## src/rtl/wb_pkg.sv

```systemverilog
// -----------------------------------------------------------------------------
// wb_pkg
// Shared Wishbone B3 definitions for the memory-controller slice.
//   - BTE (burst type extension) and CTI (cycle type) encodings
//   - arbiter FSM state encoding, also visible on the arbiter debug port
// -----------------------------------------------------------------------------
package wb_pkg;

    localparam logic [1:0] BTE_LINEAR = 2'b00;
    localparam logic [1:0] BTE_BEAT4  = 2'b01;
    localparam logic [1:0] BTE_BEAT8  = 2'b10;
    localparam logic [1:0] BTE_BEAT16 = 2'b11;

    localparam logic [2:0] CTI_CLASSIC = 3'b000;
    localparam logic [2:0] CTI_INC     = 3'b010;
    localparam logic [2:0] CTI_EOB     = 3'b111;

    typedef enum logic {
        ARB_IDLE = 1'b0,
        ARB_BUSY = 1'b1
    } arb_state_e;

endpackage

```

## src/rtl/wb_rr_pick.sv

```systemverilog
// -----------------------------------------------------------------------------
// wb_rr_pick
// Combinational rotating-priority picker.
//   req  [NM]  request vector
//   last [NM]  one-hot of the previous winner
//   gnt  [NM]  one-hot of the first requester after 'last' (modulo NM),
//              all zero when nothing requests
// -----------------------------------------------------------------------------
module wb_rr_pick #(
    parameter int NM = 2
) (
    input  logic [NM-1:0] req,
    input  logic [NM-1:0] last,
    output logic [NM-1:0] gnt
);

    localparam int IW = (NM > 1) ? $clog2(NM) : 1;

    int            last_idx;
    logic          found;
    logic [IW-1:0] idx;

    always_comb begin
        gnt      = '0;
        found    = 1'b0;
        idx      = '0;
        last_idx = NM - 1;
        for (int i = 0; i < NM; i++) begin
            if (last[i]) last_idx = i;
        end
        // Scan starting one past the previous winner; the previous winner
        // itself is visited last, so it only wins again when alone.
        for (int k = 1; k <= NM; k++) begin
            idx = IW'((last_idx + k) % NM);
            if (!found && req[idx]) begin
                gnt[idx] = 1'b1;
                found    = 1'b1;
            end
        end
    end

endmodule

```

## src/rtl/wb_burst_arbiter.sv

```systemverilog
// -----------------------------------------------------------------------------
// wb_burst_arbiter
// Round-robin arbiter sharing one Wishbone B3 slave port among NM masters.
// A grant is held for the whole cycle (cyc high), so classic, incrementing and
// eob bursts, and read-modify-write sequences, are never split.
//
// Handshake: a beat transfers on a rising edge where s_cyc_o & s_stb_o & s_ack_i
// are all high; stb plays the role of valid, ack the role of ready, and a master
// keeps its fields stable while stb is high and ack is low.
//
// Ports
//   clk, reset                      clock, async active-high reset
//   m_adr_i/bte/cti/dat/sel/we      packed master fields, master k in slice k
//   m_cyc_i, m_stb_i                per-master cycle / strobe
//   m_dat_o                         slave read data broadcast to every master
//   m_ack_o                         slave ack routed to the granted master only
//   m_err_o                         timeout error pulse (zero unless enabled)
//   s_*_o                           fields of the granted master toward slave
//   s_dat_i, s_ack_i                slave read data and ack
//   gnt_o                           registered one-hot grant
//   dbg_state                       arbiter FSM state
//
// Optional feature: define WB_ARB_TIMEOUT_EN to add a stall counter that, after
// TIMEOUT strobe cycles without ack, pulses m_err_o of the owner for one cycle
// and masks s_stb_o in that cycle. Without it a hung slave keeps the grant.
// -----------------------------------------------------------------------------
module wb_burst_arbiter
    import wb_pkg::*;
#(
    parameter int NM      = 2,
    parameter int AW      = 32,
    parameter int DW      = 32,
    parameter int TIMEOUT = 255
) (
    input  logic                 clk,
    input  logic                 reset,
    input  logic [NM*AW-1:0]     m_adr_i,
    input  logic [NM*2-1:0]      m_bte_i,
    input  logic [NM*3-1:0]      m_cti_i,
    input  logic [NM*DW-1:0]     m_dat_i,
    input  logic [NM*DW/8-1:0]   m_sel_i,
    input  logic [NM-1:0]        m_we_i,
    input  logic [NM-1:0]        m_cyc_i,
    input  logic [NM-1:0]        m_stb_i,
    output logic [DW-1:0]        m_dat_o,
    output logic [NM-1:0]        m_ack_o,
    output logic [NM-1:0]        m_err_o,
    output logic [AW-1:0]        s_adr_o,
    output logic [1:0]           s_bte_o,
    output logic [2:0]           s_cti_o,
    output logic [DW-1:0]        s_dat_o,
    output logic [DW/8-1:0]      s_sel_o,
    output logic                 s_we_o,
    output logic                 s_cyc_o,
    output logic                 s_stb_o,
    input  logic [DW-1:0]        s_dat_i,
    input  logic                 s_ack_i,
    output logic [NM-1:0]        gnt_o,
    output arb_state_e           dbg_state
);

    localparam int SW = DW / 8;
    // Reset pointer at the top master so master 0 is the first winner.
    localparam logic [NM-1:0] LAST_RST = {1'b1, {(NM-1){1'b0}}};

    arb_state_e    state;
    logic [NM-1:0] last_gnt;
    logic [NM-1:0] pick;
    logic          own_cyc;
    logic          raw_stb;

    assign dbg_state = state;

    wb_rr_pick #(.NM(NM)) u_pick (
        .req  (m_cyc_i),
        .last (last_gnt),
        .gnt  (pick)
    );

    assign own_cyc = |(gnt_o & m_cyc_i);
    assign raw_stb = |(gnt_o & m_stb_i);

    // Grant is cleared on the edge that sees the owner's cyc low, so a new
    // owner is always picked from IDLE: a one-cycle bubble between owners.
    always_ff @(posedge clk or posedge reset) begin
        if (reset) begin
            state    <= ARB_IDLE;
            gnt_o    <= '0;
            last_gnt <= LAST_RST;
        end else begin
            case (state)
                ARB_IDLE: begin
                    if (|m_cyc_i) begin
                        gnt_o    <= pick;
                        last_gnt <= pick;
                        state    <= ARB_BUSY;
                    end
                end
                ARB_BUSY: begin
                    if (!own_cyc) begin
                        gnt_o <= '0;
                        state <= ARB_IDLE;
                    end
                end
                default: begin
                    gnt_o <= '0;
                    state <= ARB_IDLE;
                end
            endcase
        end
    end

    // One-hot grant, so OR-ing the gated slices is a clean mux; with no grant
    // every field is zero and nothing from a non-owner reaches the slave.
    always_comb begin
        s_adr_o = '0;
        s_bte_o = '0;
        s_cti_o = '0;
        s_dat_o = '0;
        s_sel_o = '0;
        s_we_o  = 1'b0;
        for (int k = 0; k < NM; k++) begin
            if (gnt_o[k]) begin
                s_adr_o = s_adr_o | m_adr_i[k*AW +: AW];
                s_bte_o = s_bte_o | m_bte_i[k*2 +: 2];
                s_cti_o = s_cti_o | m_cti_i[k*3 +: 3];
                s_dat_o = s_dat_o | m_dat_i[k*DW +: DW];
                s_sel_o = s_sel_o | m_sel_i[k*SW +: SW];
                s_we_o  = s_we_o  | m_we_i[k];
            end
        end
    end

    assign s_cyc_o = own_cyc;
    assign m_ack_o = gnt_o & {NM{s_ack_i}};
    assign m_dat_o = s_dat_i;

`ifdef WB_ARB_TIMEOUT_EN
    localparam int CW = $clog2(TIMEOUT + 1);

    logic [CW-1:0] to_cnt;
    logic          to_hit;

    assign to_hit = (to_cnt == CW'(TIMEOUT));

    always_ff @(posedge clk or posedge reset) begin
        if (reset) begin
            to_cnt <= '0;
        end else if (state != ARB_BUSY || s_ack_i || to_hit) begin
            to_cnt <= '0;
        end else if (raw_stb) begin
            to_cnt <= to_cnt + CW'(1);
        end
    end

    // The stalled beat is withdrawn from the slave in the error cycle.
    assign s_stb_o = raw_stb & ~to_hit;
    assign m_err_o = gnt_o & {NM{to_hit}};
`else
    assign s_stb_o = raw_stb;
    assign m_err_o = '0;
`endif

endmodule

```

## config.mk

```make
export PLATFORM = sky130hd
export DESIGN_NAME = wb_burst_arbiter
export DESIGN_NICKNAME = d
export VERILOG_FILES = /design/src/rtl/wb_pkg.sv /design/src/rtl/wb_rr_pick.sv /design/src/rtl/wb_burst_arbiter.sv
export SDC_FILE = /design/constraint.sdc
export NUM_CORES = 1
export LEC_CHECK = 0
export CAP_MARGIN = 30
export CELL_PAD_IN_SITES_DETAIL_PLACEMENT = 1
export CELL_PAD_IN_SITES_GLOBAL_PLACEMENT = 1
export CORE_ASPECT_RATIO = 1.75
export CORE_MARGIN = 1.5
export CORE_UTILIZATION = 10
export DETAILED_ROUTE_END_ITERATION = 16
export PLACE_DENSITY_LB_ADDON = 0.1
export SLEW_MARGIN = 15
export SYNTH_ARGS = -nofsm -noshare
export SYNTH_HDL_FRONTEND = slang
export SYNTH_SLANG_ARGS = --single-unit
```

## constraint.sdc

```tcl
create_clock -name clk -period 2.13 [get_ports clk]
set_input_delay 0.213 -clock clk [delete_from_list [all_inputs] [get_ports clk]]
set_output_delay 0.213 -clock clk [all_outputs]
set_load 0.005 [all_outputs]
```

## Word-level counts from Yosys, hierarchy flattened

Cells that the tools add are included.

- Add/sub/neg operators: 2
- Multipliers: 0
- Divide/modulo/power cells: 0
- $lt $le $gt $ge: 4
- Eq/ne operators: 2
- Shifts and indexed selects: 0
- Muxes and demuxes: 31
- Bitwise operators: 11
- Reduce and logical (&&, ||, !) cells: 9

Operator list:

| operator | number |
|---|---|
| 32-bit two-way mux | 4 |
| 32-bit OR | 2 |
| 1-bit two-way mux | 13 |
| 2-bit two-way mux | 6 |
| 4-bit two-way mux | 2 |
| 2-bit AND | 3 |
| 3-bit two-way mux | 2 |
| 2-bit OR reduction | 3 |
| 1-bit by 2-bit < comparator with 1-bit output (second input constant) | 2 |
| 2-bit != test (second input constant) | 2 |
| 2-bit OR | 2 |
| 4-bit OR | 1 |
| 2-bit one-hot mux with 2 select lines | 1 |
| 2-bit AND reduction | 2 |
| 1-bit logical AND | 3 |
| 3-bit OR | 1 |
| 1-bit adder (second input constant) | 2 |
| 1-bit demux with 1-bit select | 2 |
| 1-bit >= comparator (second input constant) | 2 |
| 1-bit one-hot mux with 2 select lines | 1 |
| 1-bit logical NOT | 1 |
| 1-bit inverter | 1 |
| 1-bit OR | 1 |

- Register bits after elaboration: 5
- Bits in latches: 0
- Memory bits (writable): 0
- Bits in read-only memories: 0
- Input port bits: 187
- Logic and storage cells: 62
- Memories: 0

## Depth between registers and ports, before layout

Gate-level depths: netlist of the first run.

- Depth after elaboration: 12
- Gate-level depth with buffers: 5
- Gate-level depth less buffers: 3

## Modules after synthesis

A second synthesis of the first run with hierarchy kept.

- Cells, all modules: 160
- Area, all modules: 1306.3 um^2

By module, submodules not included:

| module | instances | cells each | area an instance (um^2) |
|---|---|---|---|
| wb_burst_arbiter | 1 | 156 | 1276.2 |
| wb_rr_pick | 1 | 4 | 30.0 |

## Least setup slack after synthesis of the first run

OpenSTA, ideal clock, no wires.

- Path kind: reg2out
- Start point: register gnt_o[0]
- End point: output port s_adr_o[13]
- Arrival time: 0.968 ns
- Required time: 1.917 ns
- Slack: 0.949 ns
- Cell stages (with the launch flop): 5
- Buffers on the path: 3
- Path through: dfrtp_1 -> buf_6 -> buf_6 -> buf_6 -> a22o_1

- Longest elaborated chain between the ends: 3

RTL lines:

| item | line | text |
|---|---|---|
| from (decl) | wb_burst_arbiter.sv:58 | `output logic [NM-1:0] gnt_o,` |
| from (signal assigned) | wb_burst_arbiter.sv:94 | `gnt_o <= pick;` |
| 32-bit two-way mux * | wb_burst_arbiter.sv:123 | `if (gnt_o[k]) begin` |
| 32-bit OR | wb_burst_arbiter.sv:124 | `s_adr_o = s_adr_o \| m_adr_i[k*AW +: AW];` |
| 32-bit two-way mux * | wb_burst_arbiter.sv:123 |  |
| to (decl) | wb_burst_arbiter.sv:48 | `output logic [AW-1:0] s_adr_o,` |

Mark *: on every way between the ends. The rest lies on a longest branch, timed or not.

## Worst setup path in the final report of the first run

- Start point: register gnt_o[0]
- End point: output port s_cyc_o

- Longest elaborated chain between the ends: 2

RTL lines:

| item | line | text |
|---|---|---|
| 2-bit AND | wb_burst_arbiter.sv:80 | `assign own_cyc = \|(gnt_o & m_cyc_i);` |
| 2-bit OR reduction | wb_burst_arbiter.sv:80 |  |
| to (decl) | wb_burst_arbiter.sv:54 | `output logic s_cyc_o,` |

No other way between the ends.

==> results of run 1 <==
==> layer usage <==
metal,share of wire [%],vias to the layer above,global-route usage [%]
met5,0,-,0
met4,3.3,0,5.291
met3,7.7,26,3.265
met2,59,130,24.21
met1,30,974,10.07
li1,-,975,-
==> power by group <==
group | internal, mW | total, mW | switching [mW] | leakage, nW
clock network | 0.248 | 0.309 | 0.0610 | 0.0382
logic | 1.82 | 2.86 | 1.04 | 1.29
registers | 0.153 | 0.215 | 0.0624 | 0.0562
total | 2.22 | 3.38 | 1.16 | 1.38
==> cell families (layout without fill, tap and decap cells) <==
family,count (synthesis),count (layout),share of synthesized area (%)
buf+inv,56,247,30.93
simple gates,13,13,4.967
compound gates,85,85,54.36
flops,5,5,9.466
other cells,1,2,0.2809
==> final cells by class <==
type                       count  area share [%]
timing repair buffer         241           66.35
multi-input combinational    100           21.90
tap                          171           5.860
sequential                     5           3.530
clock buffer                   4           2.159
inverter                       2          0.2056
==> registers in the layout, summed over array words and instances, names as in the netlist <==
name       cells
gnt_o          2
dbg_state      1
last_gnt       2
==> worst max-delay path by stage <==
stage	to	slack (ps)	cells after the start
final	s_cyc_o	230	3
after global routing	s_cyc_o	170	3
after CTS	s_cyc_o	210	3
after detailed placement	s_cyc_o	330	3
after global placement	s_cyc_o	340	3
after floorplan	s_adr_o[13]	950	4
==> synthesized netlist by cell type <==
| master | instances |
|---|---|
| a32oi_1 | 1 |
| o22ai_1 | 1 |
| a32o_1 | 1 |
| conb_1 | 1 |
| nor2b_1 | 1 |
| inv_1 | 2 |
| a22o_1 | 76 |
| nand3b_1 | 1 |
| o21a_1 | 1 |
| buf_4 | 34 |
| buf_2 | 12 |
| a21o_1 | 1 |
| and2_1 | 2 |
| nand2_1 | 4 |
| nor2_1 | 2 |
| buf_6 | 8 |
| dfrtp_1 | 4 |
| nand2b_1 | 2 |
| a21oi_1 | 2 |
| o21ai_1 | 2 |
| dfstp_2 | 1 |
| nand3_1 | 1 |
==> worst max-delay path, delay by kind of cell (launching register included) <==
family,cells,cell delay [ps]
buffers and inverters,2,860
DFF,1,370
AOI/OAI and AO/OA,1,220
==> through the flow <==
step	hold slack (ps)	cells	util (%)
2_1_floorplan	-9.205	161	-
3_3_place_gp	426.0	519	27.47
3_5_place_dp	426.0	519	27.47
4_1_cts	211.2	523	28.07
5_1_grt	233.5	523	28.07
6_report	202.3	523	28.07
==> run_results.csv, run 1 <==
group,metric,value,unit
outcome,outcome,"completed",
sta,finalHoldViolations,0,
floorplanning,die-width,90.34,µm
logic_synthesis,yosysUniqueCellTypes,22,
worst_setup_path,crit_path_max_fanout,27,
place,gp_congestion,0.7227,
clock_network,clkSinkCount,5,
logic_synthesis,ys_warn_count,0,
floorplanning,fp.coreArea,13010,µm²
worst_setup_path,critical_path.reg2reg.startpoint,"gnt_o[0]",
clock_network,cts_hold_buf,0,
clock_network,cts_buffer_depth,2,
logic_synthesis,netlist_instances,160,
worst_setup_path,worstPathArrival,1690,ps
sta,setup_viol_count_final,0,
layout,multi_input_area,799.5,µm²
drt,vias,2105,
sta,clock_skew,0.3713,ps
pwr,power_density,925.7,nW/µm²
place,pre_cts_slack,329.8,ps
place,numPortBuffers,235,
worst_setup_path,rrSetupSlack,950,ps
clock_network,post_cts_resized,0,
pwr,ir_drop,0.0003529,V
layout,drive_gt1_share,3.409,%
logic_synthesis,yosys-top-cells-area,"a22o_1 50%, buf_4 19%, dfrtp_1 7.5%",
clock_network,insertion_delay,230,ps
layout,layout.nets,540,
clock_network,htreeDepth,1,
place,hpwlAfterDp,7261,µm
sta,maxSlewViolCount,0,
sta,setup_ws,229.3,ps
drt,postRouteAntennaNets,0,
drt,drcViolationCount,0,
run,max_cap_violations,0,
grt,grt_first_pass_wirelength,12630,µm
layout,finalInstanceArea,3651,µm²
worst_setup_path,slowest_delay,560,ps
grt,antenna_found_initial,0,
logic_synthesis,syn_area_per_cell,8.344,µm²
logic_synthesis,ys_seq_area_share,9.466,%
grt,grt_usage,11.71,%
pwr,finalPower,3.380,mW
worst_setup_path,path_cells,"buf_4, a22o_1, clkdlybuf4s50_1",
worst_setup_path,endpoint_kind,"output pin",
floorplanning,rows,55,
sta,setup_tns,0,ps
worst_setup_path,worstSetupPathType,"reg2out",
sta,layout_min_cycle_time,1901,ps
floorplanning,die_height,155.9,µm
drt,drt_iter0_drc,35,
worst_setup_path,r2r-end,"gnt_o[0]",
floorplanning,die_area,14080,µm²
clock_network,cts_tree,"yes",
worst_hold_path,holdCritPathClass,"in2async",
floorplanning,ioPinCount,302,
clock_network,path_clk_slew,30,ps
clock_network,numCtsBuffers,3,
layout,register_area,128.9,µm²
place,place_area,3572,µm²
clock_network,cts_root_buf,"clkbuf_16",
logic_synthesis,synthDominantCellAreaShare,49.86,%
grt,overflow,0,
worst_setup_path,ff2ff_path_depth,4,
sta,grt_setup_unrepaired,"false",
pwr,leakage,1.385,nW
layout,final_common_cell,"clkdlybuf4s50_1",
grt,first_global_vias,2244,
layout,syn2layout_area_growth,173.5,%
floorplanning,start_util,10.26,%
grt,grt_max_degree,55,
sta,clock.fmax,526.1,MHz
logic_synthesis,ys_ff_latch,5,
layout,fillerInstances,1501,
drt,routedWlPerCell,16.47,µm
layout,diodes,0,
worst_setup_path,cp-start-kind,"flop",
logic_synthesis,syn_area,1335,µm²
drt,drt_wl_total,8616,µm
sta,period_share,89.24,%
clock_network,post_cts_buffers,0,
layout,layout_common_cells,"235 x clkdlybuf4s50_1, 76 x a22o_1, 4 x nand2_1, 4 x buf_4, 3 x clkbuf_16",
worst_setup_path,critPathSlowestCell,"clkdlybuf4s50_1",
worst_setup_path,required,1920,ps
logic_synthesis,synth.largest_area_cell,"a22o_1",
drt,drtPass1Iterations,4,
worst_setup_path,crit_start,"gnt_o[0]",
drt,drt-vias-per-instance,4.025,
No activity file was read; power rests on OpenSTA's default activity.
==> run 2: changes to the inputs <==
Clock period 2.13 ns to 1.8 ns, I/O delays scaled along.
==> run_results.csv, run 2 (same netlist as run 1, synthesis figures left out) <==
group,metric,value,unit
worst_setup_path,rrSetupSlack,620,ps
floorplanning,rows,55,
layout,drive_gt1_share,5.042,%
pwr,finalPower,4.138,mW
drt,routedWlPerCell,17.12,µm
pwr,p_int,2.707,mW
worst_setup_path,cp-start-kind,"flop",
clock_network,numCtsBuffers,3,
worst_setup_path,critical_path.reg2reg.startpoint,"gnt_o[0]",
drt,drt_wl_total,9039,µm
worst_setup_path,worstSetupPathType,"reg2out",
floorplanning,die_area,14080,µm²
layout,register_area,128.9,µm²
place,hpwlAfterDp,7144,µm
layout,fillerInstances,1472,
worst_setup_path,path_cells,"buf_16, a22o_1, clkdlybuf4s50_1",
worst_setup_path,required,1620,ps
layout,final_common_cell,"clkdlybuf4s50_1",
clock_network,path_clk_slew,30,ps
clock_network,cts_root_buf,"clkbuf_16",
floorplanning,die_height,155.9,µm
clock_network,insertion_delay,230,ps
sta,finalHoldViolations,0,
layout,syn2layout_area_growth,185.8,%
worst_setup_path,critPathTopFamily,"buffers and inverters",
grt,grt_usage,12.29,%
place,numPortBuffers,235,
pwr,ir_drop,0.0003368,V
grt,grt_first_pass_wirelength,13360,µm
grt,overflow,0,
sta,clock.fmax,559.7,MHz
drt,vias,2152,
outcome,outcome,"completed",
pwr,seqPwrFrac,7.0,%
worst_setup_path,slowest_delay,500,ps
clock_network,htreeDepth,1,
clock_network,cts_tree,"yes",
grt,antenna_found_initial,0,
layout,multi_input_area,808.3,µm²
floorplanning,start_util,10.26,%
clock_network,clkSinkCount,5,
worst_setup_path,r2r-end,"dbg_state",
pwr,leakage,1.754,nW
place,place_area,3597,µm²
floorplanning,fp.coreArea,13010,µm²
layout,layout_common_cells,"202 x clkdlybuf4s50_1, 75 x a22o_1, 21 x dlymetal6s2s_1",
sta,maxSlewViolCount,0,
place,pre_cts_slack,183.7,ps
pwr,power_density,1085,nW/µm²
grt,first_global_vias,2268,
pwr,pwr-share-comb,84.1,%
sta,clock_skew,0.7174,ps
sta,grt_setup_unrepaired,"true",
pwr,power.clock.fraction,8.9,%
drt,drcViolationCount,0,
drt,drt-vias-per-instance,4.076,
worst_setup_path,worstPathArrival,1610,ps
run,max_cap_violations,0,
pwr,power.switching,1.432,mW
sta,setup_viol_count_final,0,
drt,postRouteAntennaNets,0,
worst_setup_path,crit_path_max_fanout,30,
worst_setup_path,critPathSlowestCell,"clkdlybuf4s50_1",
sta,layout_min_cycle_time,1787,ps
worst_hold_path,holdCritPathClass,"in2async",
place,gp_congestion,0.7218,
worst_setup_path,cp.buffers_inverters,2,
worst_setup_path,endpoint_kind,"output pin",
layout,finalInstanceArea,3815,µm²
drt,drt_iter0_drc,72,
sta,period_share,99.26,%
layout,layout.nets,545,
layout,diodes,0,
pwr,p_sw_share,34.60,%
sta,setup_tns,0,ps
floorplanning,die-width,90.34,µm
worst_setup_path,ff2ff_path_depth,4,
sta,setup_ws,13.30,ps
clock_network,cts_buffer_depth,2,
grt,grt_max_degree,61,
drt,drtPass1Iterations,4,
floorplanning,ioPinCount,302,
-- run 2: metrics by stage --
step           hold WS [ps]  std cells  util, %
6_report              175.2        528    29.33
5_1_grt               209.3        528    29.33
4_1_cts               181.2        524    28.43
3_5_place_dp          360.0        519    27.66
3_3_place_gp          360.0        519    27.66
2_1_floorplan        -42.21        161        -
-- run 2: worst max path at each step --
stage | start | endpoint | slack [ps] | depth (start not counted)
6_report | gnt_o[0] | s_adr_o[8] | 10 | 3
5_1_grt | gnt_o[0] | s_sel_o[3] | -40 | 3
3_3_place_gp | gnt_o[0] | s_sel_o[2] | 190 | 3
4_1_cts | gnt_o[1] | s_sel_o[0] | -20 | 3
3_5_place_dp | gnt_o[0] | s_dat_o[28] | 180 | 3
2_1_floorplan | gnt_o[0] | s_adr_o[13] | 650 | 4
-- run 2: area by class of cell --
type,instances,share of cell area (%)
Timing Repair Buffer,246,67.56
Multi-Input combinational cell,100,21.19
Tap cell,171,5.608
Sequential cell,5,3.378
Clock buffer,4,2.066
Inverter,2,0.1968
-- run 2: what timing repair did --
action	CTS	global route
setup buffers	0	2
cloned	1	2
hold buffers	0	0
resized for setup	14	21
endpoints found under the setup margin	58	48
pin swaps	1	2
-- run 2: power groups by stage --
stage               Sequential [mW]  Clock (mW)  Combinational [mW]
floorplan                     0.212           0                1.54
global placement              0.259           0                3.47
detailed placement            0.261           0                3.48
CTS                           0.277       0.373                3.49
global route                  0.304       0.379                3.79
finish                        0.291       0.369                3.48
-- run 2: metal layers --
layer / vias to the layer above / global-route usage (%) / share of wire, %
li1: 986 / - / -
met1: 1000 / 12.05 / 30
met2: 137 / 23.85 / 59
met3: 29 / 3.119 / 7.5
met4: 0 / 5.442 / 3.5
met5: - / 0 / 0
